===== config.mk =====
export PLATFORM = sky130hd
export DESIGN_NAME = truth_table_sweep
export DESIGN_NICKNAME = d
export VERILOG_FILES = /design/src/rtl/truth_table_sweep_pkg.sv /design/src/rtl/dwell_timer.sv /design/src/rtl/truth_table_sweep.sv
export SDC_FILE = /design/constraint.sdc
export NUM_CORES = 1
export LEC_CHECK = 0
export ABC_AREA = 1
export CORE_MARGIN = 2
export CORE_UTILIZATION = 59
export CTS_BUF_LIST = sky130_fd_sc_hd__clkbuf_4
export CTS_CLUSTER_DIAMETER = 40
export DETAILED_ROUTE_END_ITERATION = 10
export DONT_BUFFER_PORTS = 1
export GPL_ROUTABILITY_DRIVEN = 0
export PLACE_DENSITY = 0.78
export RECOVER_POWER = 100
export SYNTH_ARGS = -nofsm -noshare
export SYNTH_HDL_FRONTEND = slang
export SYNTH_SLANG_ARGS = --single-unit
export TNS_END_PERCENT = 30

===== constraint.sdc =====
create_clock -name clk -period 1.3 [get_ports clk]
set_input_delay 0.195 -clock clk [delete_from_list [all_inputs] [get_ports clk]]
set_output_delay 0.195 -clock clk [all_outputs]
set_load 0.05 [all_outputs]

===== src/rtl/truth_table_sweep_pkg.sv =====
// Shared constants for the truth-table sweeper: state encodings, vector count
// and a helper that sizes the dwell counter.
package truth_table_sweep_pkg;

  typedef enum logic [1:0] {
    IDLE  = 2'd0,
    APPLY = 2'd1,
    DONE  = 2'd2
  } state_e;

  localparam int NUM_VECTORS = 16;
  localparam int IDX_W       = $clog2(NUM_VECTORS);
  localparam logic [IDX_W-1:0] LAST_IDX = IDX_W'(NUM_VECTORS - 1);

  // A one-cycle dwell still needs a one-bit counter to exist.
  function automatic int dwell_cnt_w(input int dwell);
    return (dwell > 1) ? $clog2(dwell) : 1;
  endfunction

endpackage


===== src/rtl/dwell_timer.sv =====
// Dwell counter: counts 0..DWELL-1 while enabled, flags the last count and
// restarts from zero on the following edge.
module dwell_timer
  import truth_table_sweep_pkg::*;
#(
  parameter int DWELL = 100
) (
  input  logic clk,
  input  logic rst,
  input  logic clear,
  input  logic enable,
  output logic expire
);

  localparam int CW = dwell_cnt_w(DWELL);
  localparam logic [CW-1:0] LAST_CNT = CW'(DWELL - 1);

  logic [CW-1:0] count_q, count_d;

  assign expire = (count_q == LAST_CNT);

  // Restarting on expire keeps the count inside 0..DWELL-1 for any DWELL.
  always_comb begin
    count_d = count_q;
    if (clear || (enable && expire)) begin
      count_d = '0;
    end else if (enable) begin
      count_d = count_q + CW'(1);
    end
  end

  always_ff @(posedge clk) begin
    if (rst) begin
      count_q <= '0;
    end else begin
      count_q <= count_d;
    end
  end

endmodule


===== src/rtl/truth_table_sweep.sv =====
// Steps a 4-input circuit through all 16 input vectors, holding each for DWELL
// cycles, and captures the response into a 16-bit truth table.
//
//   state | meaning
//   IDLE  | waiting for start; vector 0000 driven, last table held
//   APPLY | vector idx driven; sample dut_out when the dwell expires
//   DONE  | one-cycle completion pulse, then back to IDLE
module truth_table_sweep
  import truth_table_sweep_pkg::*;
#(
  parameter int DWELL = 100
) (
  input  logic                   clk,
  input  logic                   rst,
  input  logic                   start,
  input  logic                   dut_out,
  output logic                   a,
  output logic                   b,
  output logic                   c,
  output logic                   d,
  output logic [IDX_W-1:0]       idx,
  output logic                   busy,
  output logic                   done,
  output logic [NUM_VECTORS-1:0] table_out,
  output logic [IDX_W:0]         ones_cnt
);

  state_e                 state_q, state_d;
  logic [IDX_W-1:0]       idx_q, idx_d;
  logic                   busy_q, busy_d;
  logic                   done_q, done_d;
  logic [NUM_VECTORS-1:0] table_q, table_d;
  logic [IDX_W:0]         ones_q, ones_d;
  logic                   expire;

  dwell_timer #(.DWELL(DWELL)) u_dwell_timer (
    .clk    (clk),
    .rst    (rst),
    .clear  (state_q != APPLY),
    .enable (state_q == APPLY),
    .expire (expire)
  );

  always_comb begin
    state_d = state_q;
    idx_d   = idx_q;
    table_d = table_q;
    ones_d  = ones_q;
    busy_d  = 1'b0;
    done_d  = 1'b0;
    case (state_q)
      IDLE: begin
        if (start) begin
          state_d = APPLY;
          idx_d   = '0;
          table_d = '0;
          ones_d  = '0;
          busy_d  = 1'b1;
        end
      end
      APPLY: begin
        busy_d = 1'b1;
        if (expire) begin
          table_d[idx_q] = dut_out;
          ones_d         = ones_q + {{IDX_W{1'b0}}, dut_out};
          if (idx_q == LAST_IDX) begin
            state_d = DONE;
            busy_d  = 1'b0;
            done_d  = 1'b1;
          end else begin
            idx_d = idx_q + IDX_W'(1);
          end
        end
      end
      DONE: begin
        state_d = IDLE;
        idx_d   = '0;
      end
      default: begin
        state_d = IDLE;
        idx_d   = '0;
      end
    endcase
  end

  always_ff @(posedge clk) begin
    if (rst) begin
      state_q <= IDLE;
      idx_q   <= '0;
      busy_q  <= 1'b0;
      done_q  <= 1'b0;
      table_q <= '0;
      ones_q  <= '0;
    end else begin
      state_q <= state_d;
      idx_q   <= idx_d;
      busy_q  <= busy_d;
      done_q  <= done_d;
      table_q <= table_d;
      ones_q  <= ones_d;
    end
  end

  assign {a, b, c, d} = idx_q;
  assign idx          = idx_q;
  assign busy         = busy_q;
  assign done         = done_q;
  assign table_out    = table_q;
  assign ones_cnt     = ones_q;

endmodule


==> impl_metrics.json, run 1 <==
{
  "outcome": "finished with violations",
  "violations": "negative hold slack, negative setup slack",
  "place_inst": 352,
  "num_rows": 20,
  "dr.pass1.iters": 4,
  "grt_use_total_pct": 24.45,
  "cp_slowest_stage_delay_ns": 0.37,
  "crit_family": "simple AND/OR/NAND/NOR gates",
  "min_period_over_period_pct": 112.7,
  "fp.dieW_microns": 60.93,
  "grt_pass1_wl_microns": 6748,
  "critical_path.endpoint_type": "register",
  "cts_tree": "done",
  "antenna_left": 0,
  "clock_latency_ns": 0.35,
  "final_cells": 365,
  "nNetsFinal": 331,
  "dp_hpwl_microns": 2898,
  "rsz0062_at_grt": "true",
  "fin_crit_ns": 1.466,
  "required_ns": 1.54,
  "finalSetupViolations": 26,
  "drc": 0,
  "cp_num_buf_inv": 1,
  "viasPerCell": 5.225,
  "hold_viol_final": 21,
  "postSynthAreaPerCell_sq_um": 6.708,
  "synthCells": 285,
  "finalWorstSetupSlack_ns": -0.1656,
  "grt-ovfl-total": 0,
  "grt_max_degree": 25,
  "drv_slew": 0,
  "final_common_cell": "nand2_1",
  "antenna_found_initial": 0,
  "cp_max_fo": 12,
  "layout-drive-gt1-share_pct": 28.35,
  "diodes": 0,
  "setup_tns_ns": -3.150,
  "cp-start-kind": "register",
  "whs_ns": -0.1065,
  "vias": 1907,
  "layout_common_cells": "80 x nand2_1, 31 x inv_1, 31 x nand3_1",
  "path_class": "reg2reg",
  "total_power_mw": 2.207,
  "ys_seq_area_share_pct": 37.70,
  "fillCellCount": 237,
  "hold_path.class": "in2reg",
  "ios": 35,
  "cts_htree_levels": 2,
  "dpl-instance-area_sq_um": 2176,
  "fmax_mhz": 682.3,
  "drt_iter0_markers": 56,
  "synth_top_area_share_pct": 37.70,
  "synth_area_sq_um": 1912,
  "core-area_sq_um": 3078,
  "dp_slack_ns": -0.06900,
  "synth_nets": 296,
  "wl_per_cell_microns": 12.85,
  "numClockSinks": 36,
  "clkTransAtPathRegs_ns": 0.12,
  "cp_data_arrival_time_ns": 1.71,
  "cts_made_buffers": 5,
  "powerDensity_nw_per_um2": 916.4,
  "dieArea_sq_um": 3712,
  "synth_area_leaders": "dfxtp_1 38%, nand2_1 17%, nand3_1 8.6%",
  "die_h_microns": 60.93,
  "initial_utilization_pct": 62.11,
  "ir_drop_mv": 0.5982,
  "tightest_slew_ns": 0.5201,
  "port_buffers": 0,
  "cpMaxStageDelayCell": "dfxtp_2",
  "synth.ff_latch_count": 36,
  "crit_top_cell": "nand2_1",
  "yosysUniqueCellTypes": 25,
  "yosys.area.top_type": "dfxtp_1",
  "p_leak_nw": 1.105,
  "clk_path_buf_depth": 2,
  "yosysWarnings": 0,
  "crit_chain": "ha_4 > nand2_2 > nor2_1 > nand3_1 > nand2_4 > clkbuf_16 > nand2_1 > nand2_1 > a21oi_1",
  "maxCapViolCount": 0,
  "relSlewSlack_pct": 65.28,
  "syn_to_final_growth_pct": 25.98,
  "stdcell_area_sq_um": 2409,
  "finalWirelength_microns": 4692,
  "root_buffer": "clkbuf_4",
  "fin_skew_ns": 0.01519,
  "grt_pass1_vias": 1678
}
-- layout make-up --
type / count / area [sq um] / area share, %
Timing Repair Buffer: 42 / 351.6 / 14.60
Sequential cell: 36 / 738.2 / 30.65
Clock buffer: 6 / 45.04 / 1.870
Inverter: 38 / 145.1 / 6.026
Multi-Input combinational cell: 197 / 1066 / 44.26
Clock inverter: 2 / 7.507 / 0.3117
Tap cell: 44 / 55.05 / 2.286
-- cell families after synthesis --
kind of cell    synth area share [%]
simple gates                   35.67
buf+inv                        12.50
compound gates                 9.554
flops                          37.70
fa+ha+maj                      4.581
-- flip-flops by register name, summed over array words and instances (netlist names) --
register               flops
state_q                    2
table_out                 16
idx                        4
ones_cnt                   5
u_dwell_timer.count_q      7
done                       1
busy                       1
-- final timing paths --
kind | to | startpoint | cells after the start | slack [ns]
worst max-delay path | table_out[6] | u_dwell_timer.count_q[0] | 9 | -0.17
worst min-delay path | done | rst | 1 | -0.11
worst max register to register | table_out[6] | u_dwell_timer.count_q[0] | 9 | -0.17
worst min register to register | table_out[8] | table_out[8] | 2 | 0.46
-- synth_stat cells --
cell type and count:
a21oi_1 26, a31oi_1 2, and3_1 1, buf_2 2, buf_4 7, buf_6 2, clkbuf_1 3, dfxtp_1 36
ha_1 7, inv_1 33, inv_2 5, nand2_1 85, nand2_2 2, nand3_1 33, nand3_2 1, nand3b_1 1
nand4_1 1, nor2_1 22, nor2_4 2, nor2_8 1, nor3_1 2, nor3b_1 1, nor4_1 2, o21ai_0 3
o21ai_1 5
-- through the flow --
step | utilization, % | hold WS (ns)
2_1_floorplan | - | 0.2735
3_3_place_gp | 70.69 | 0.2596
3_5_place_dp | 70.69 | 0.2666
4_1_cts | 75.16 | -0.1052
5_1_grt | 78.25 | -0.1189
6_report | 78.25 | -0.1065
-- power breakdown --
| part | internal, mW | switching (mW) |
|---|---|---|
| clock | 0.221 | 0.373 |
| sequential | 1.12 | 0.0323 |
| combinational | 0.158 | 0.300 |
-- repair_timing --
| action | in CTS | in global routing |
|---|---|---|
| resized for setup | 17 | 24 |
| pin swaps | 7 | 8 |
| gates cloned | 1 | 1 |
| endpoints found under the hold margin | 21 | 23 |
| setup endpoints to repair | 25 | 36 |
| buffers inserted | 3 | 0 |
-- per-layer routing --
layer | track usage, % | share of wire [%]
met1 | 25.72 | 41
met2 | 43.93 | 52
met3 | 8.102 | 4.5
met4 | 11.18 | 2.6
met5 | 0 | 0
Note: power is estimated with default switching activity, not from simulation.
==> inputs of run 2 (changes only) <==
CORE_UTILIZATION = 60   (was 59)
PLACE_DENSITY = 0.76   (was 0.78)
clock period = 1.6 ns   (was 1.3 ns; I/O delays follow)
==> run 2 against run 1 <==
Compared with the run above:
- the flow now finishes without violations
- critical path depth is 7 lower
- total power is 21% lower
- via count is 12% lower
- non-clock buffer count is 28 lower
- flip-flop and latch count stayed put
- count of clock-buffer cells in the layout is 1 higher
- wire length is 22% lower
- clock skew is 0.0045 ns lower
- die area is 1.6% lower
- first-iteration DRC count is 8.9% higher
- combinational power is 34% lower
- register-to-register slack better by 0.33 ns
- critical path type is now reg2out
- critical endpoint is now d
- largest cell class unchanged
==> impl_metrics.json, run 2 (synthesized netlist as in run 1, its figures left out) <==
{
  "hold_viol_final": 0,
  "critical_path.endpoint_type": "output pin",
  "cp-startpoint": "idx[0]",
  "port_buffers": 0,
  "ir_drop_mv": 0.6286,
  "nNetsFinal": 303,
  "fp.dieW_microns": 60.45,
  "cts_htree_levels": 2,
  "worstHoldStart": "rst",
  "fmax_mhz": 669.4,
  "dp_hpwl_microns": 2617,
  "met1_usage_pct": 26.58,
  "hold_path.class": "in2reg",
  "grt_max_degree": 22,
  "power.internal_mw": 1.205,
  "diodes": 0,
  "syn_to_final_growth_pct": 7.199,
  "p_switching_uw": 529.2,
  "grt-ovfl-total": 0,
  "layout-drive-gt1-share_pct": 11.60,
  "grt_pass1_vias": 1487,
  "vias": 1682,
  "finalSetupViolations": 0,
  "viasPerCell": 4.991,
  "clock_latency_ns": 0.34,
  "root_buffer": "clkbuf_4",
  "core-area_sq_um": 3053,
  "dr.pass1.iters": 4,
  "wl_per_cell_microns": 10.82,
  "cts_tree": "done",
  "layout_common_cells": "84 x nand2_1, 34 x dfxtp_1, 33 x inv_1, 33 x nand3_1, 26 x a21oi_1",
  "power_frac_comb_pct": 17.5,
  "cp_data_arrival_time_ns": 1.25,
  "drt_iter0_markers": 61,
  "final_util_pct": 67.13,
  "numClockSinks": 36,
  "fin_skew_ns": 0.01072,
  "relSlewSlack_pct": 49.77,
  "use_met2_pct": 37.27,
  "grt_use_total_pct": 22.21,
  "cts_made_buffers": 5,
  "finalWirelength_microns": 3647,
  "antenna_left": 0,
  "cp-endpoint": "d",
  "grt-busiest-layer": "met2",
  "rrSetupSlack_ns": 0.16,
  "maxCapViolCount": 0,
  "final_common_cell": "nand2_1",
  "reg2reg_depth": 9,
  "required_ns": 1.36,
  "min_period_over_period_pct": 93.37,
  "clk_path_buf_depth": 2,
  "num_rows": 20,
  "drc": 0,
  "setup_tns_ns": 0,
  "cp-start-kind": "register",
  "p_clk_share_pct": 28.3,
  "initial_utilization_pct": 62.62,
  "grtUsageMet3_pct": 6.397,
  "p_leak_nw": 0.9491,
  "cp_max_fo": 4,
  "drv_slew": 0,
  "antenna_found_initial": 0,
  "powerDensity_nw_per_um2": 846.3,
  "largest_register_ffs": 16,
  "p_seq_share_pct": 54.2,
  "grt_pass1_wl_microns": 6168,
  "ios": 35,
  "fin_crit_ns": 1.494,
  "path_class": "reg2out",
  "tightest_slew_ns": 0.7510,
  "p_sw_share_pct": 30.51,
  "r2r-end": "ones_cnt[1]",
  "outcome": "finished, final reports clean",
  "clkTransAtPathRegs_ns": 0.10,
  "dieArea_sq_um": 3654,
  "die_h_microns": 60.45,
  "r2r-start": "u_dwell_timer.count_q[0]"
}
## run 2: cell types whose count changed in the layout (fill, tap and decap cells not counted), moves of 3 or more
cell,change
dfxtp_1,+6
a21oi_1,+6
a21oi_2,-6
nor2_1,+3
buf_4,-28
dfxtp_2,-3
dfxtp_4,-3
nand2_1,+4
## run 2: timing repair
| item | 4_1_cts | 5_1_grt |
|---|---|---|
| buffers inserted | 0 | 1 |
| setup endpoints to repair | 0 | 14 |
| endpoints found under the hold margin | 21 | 0 |
| resized for setup | 0 | 5 |
| hold buffers | 1 | 0 |
## run 2: area by class of cell
cell class	count	area (sq um)
Clock buffer	7	52.55
Sequential cell	36	723.2
Fill cell	269	1003
Multi-Input combinational cell	197	954.7
Tap cell	44	55.05
Inverter	38	142.6
Timing Repair Buffer	14	117.6
Clock inverter	1	3.754
## run 2: layer usage
metal  wire (microns)  up-vias  part of all wire, %
met3              147        8                  4.0
met1             1702      739                   47
met5                0        -                    0
li1                 -      910                    -
met2             1735       25                   48
met4               61        0                  1.7
## run 2: critical path, cell delays in order (launching register included)
cell,delay (ns)
dfxtp_1,0.35
buf_4,0.13
clkbuf_2,0.45
## run 2: stage by stage
step	setup WS, ns	instances	power [mW]	hold WS (ns)	area [sq um]
after global routing	-0.001418	337	1.825	0.03438	2049
after CTS	0.1231	336	1.746	0.03109	2029
after detailed placement	0.1402	327	1.245	0.3076	1963
final	0.1062	337	1.734	0.04405	2049
after global placement	0.1789	327	1.241	0.3074	1963
after floorplan	-0.01044	285	1.209	0.3185	1914
## run 2: power groups by stage
stage	clock network (mW)	registers (mW)	logic, mW
after floorplan	0	0.995	0.213
after global routing	0.541	0.943	0.341
after CTS	0.511	0.941	0.294
final	0.490	0.941	0.303
after detailed placement	0	0.961	0.284
after global placement	0	0.961	0.280
## run 2: how the worst min path moves through the flow
stage,end,depth (start not counted)
after floorplan,done,1
after global placement,idx[2],1
after detailed placement,idx[2],1
after CTS,u_dwell_timer.count_q[5],3
after global routing,u_dwell_timer.count_q[5],3
final,u_dwell_timer.count_q[5],3
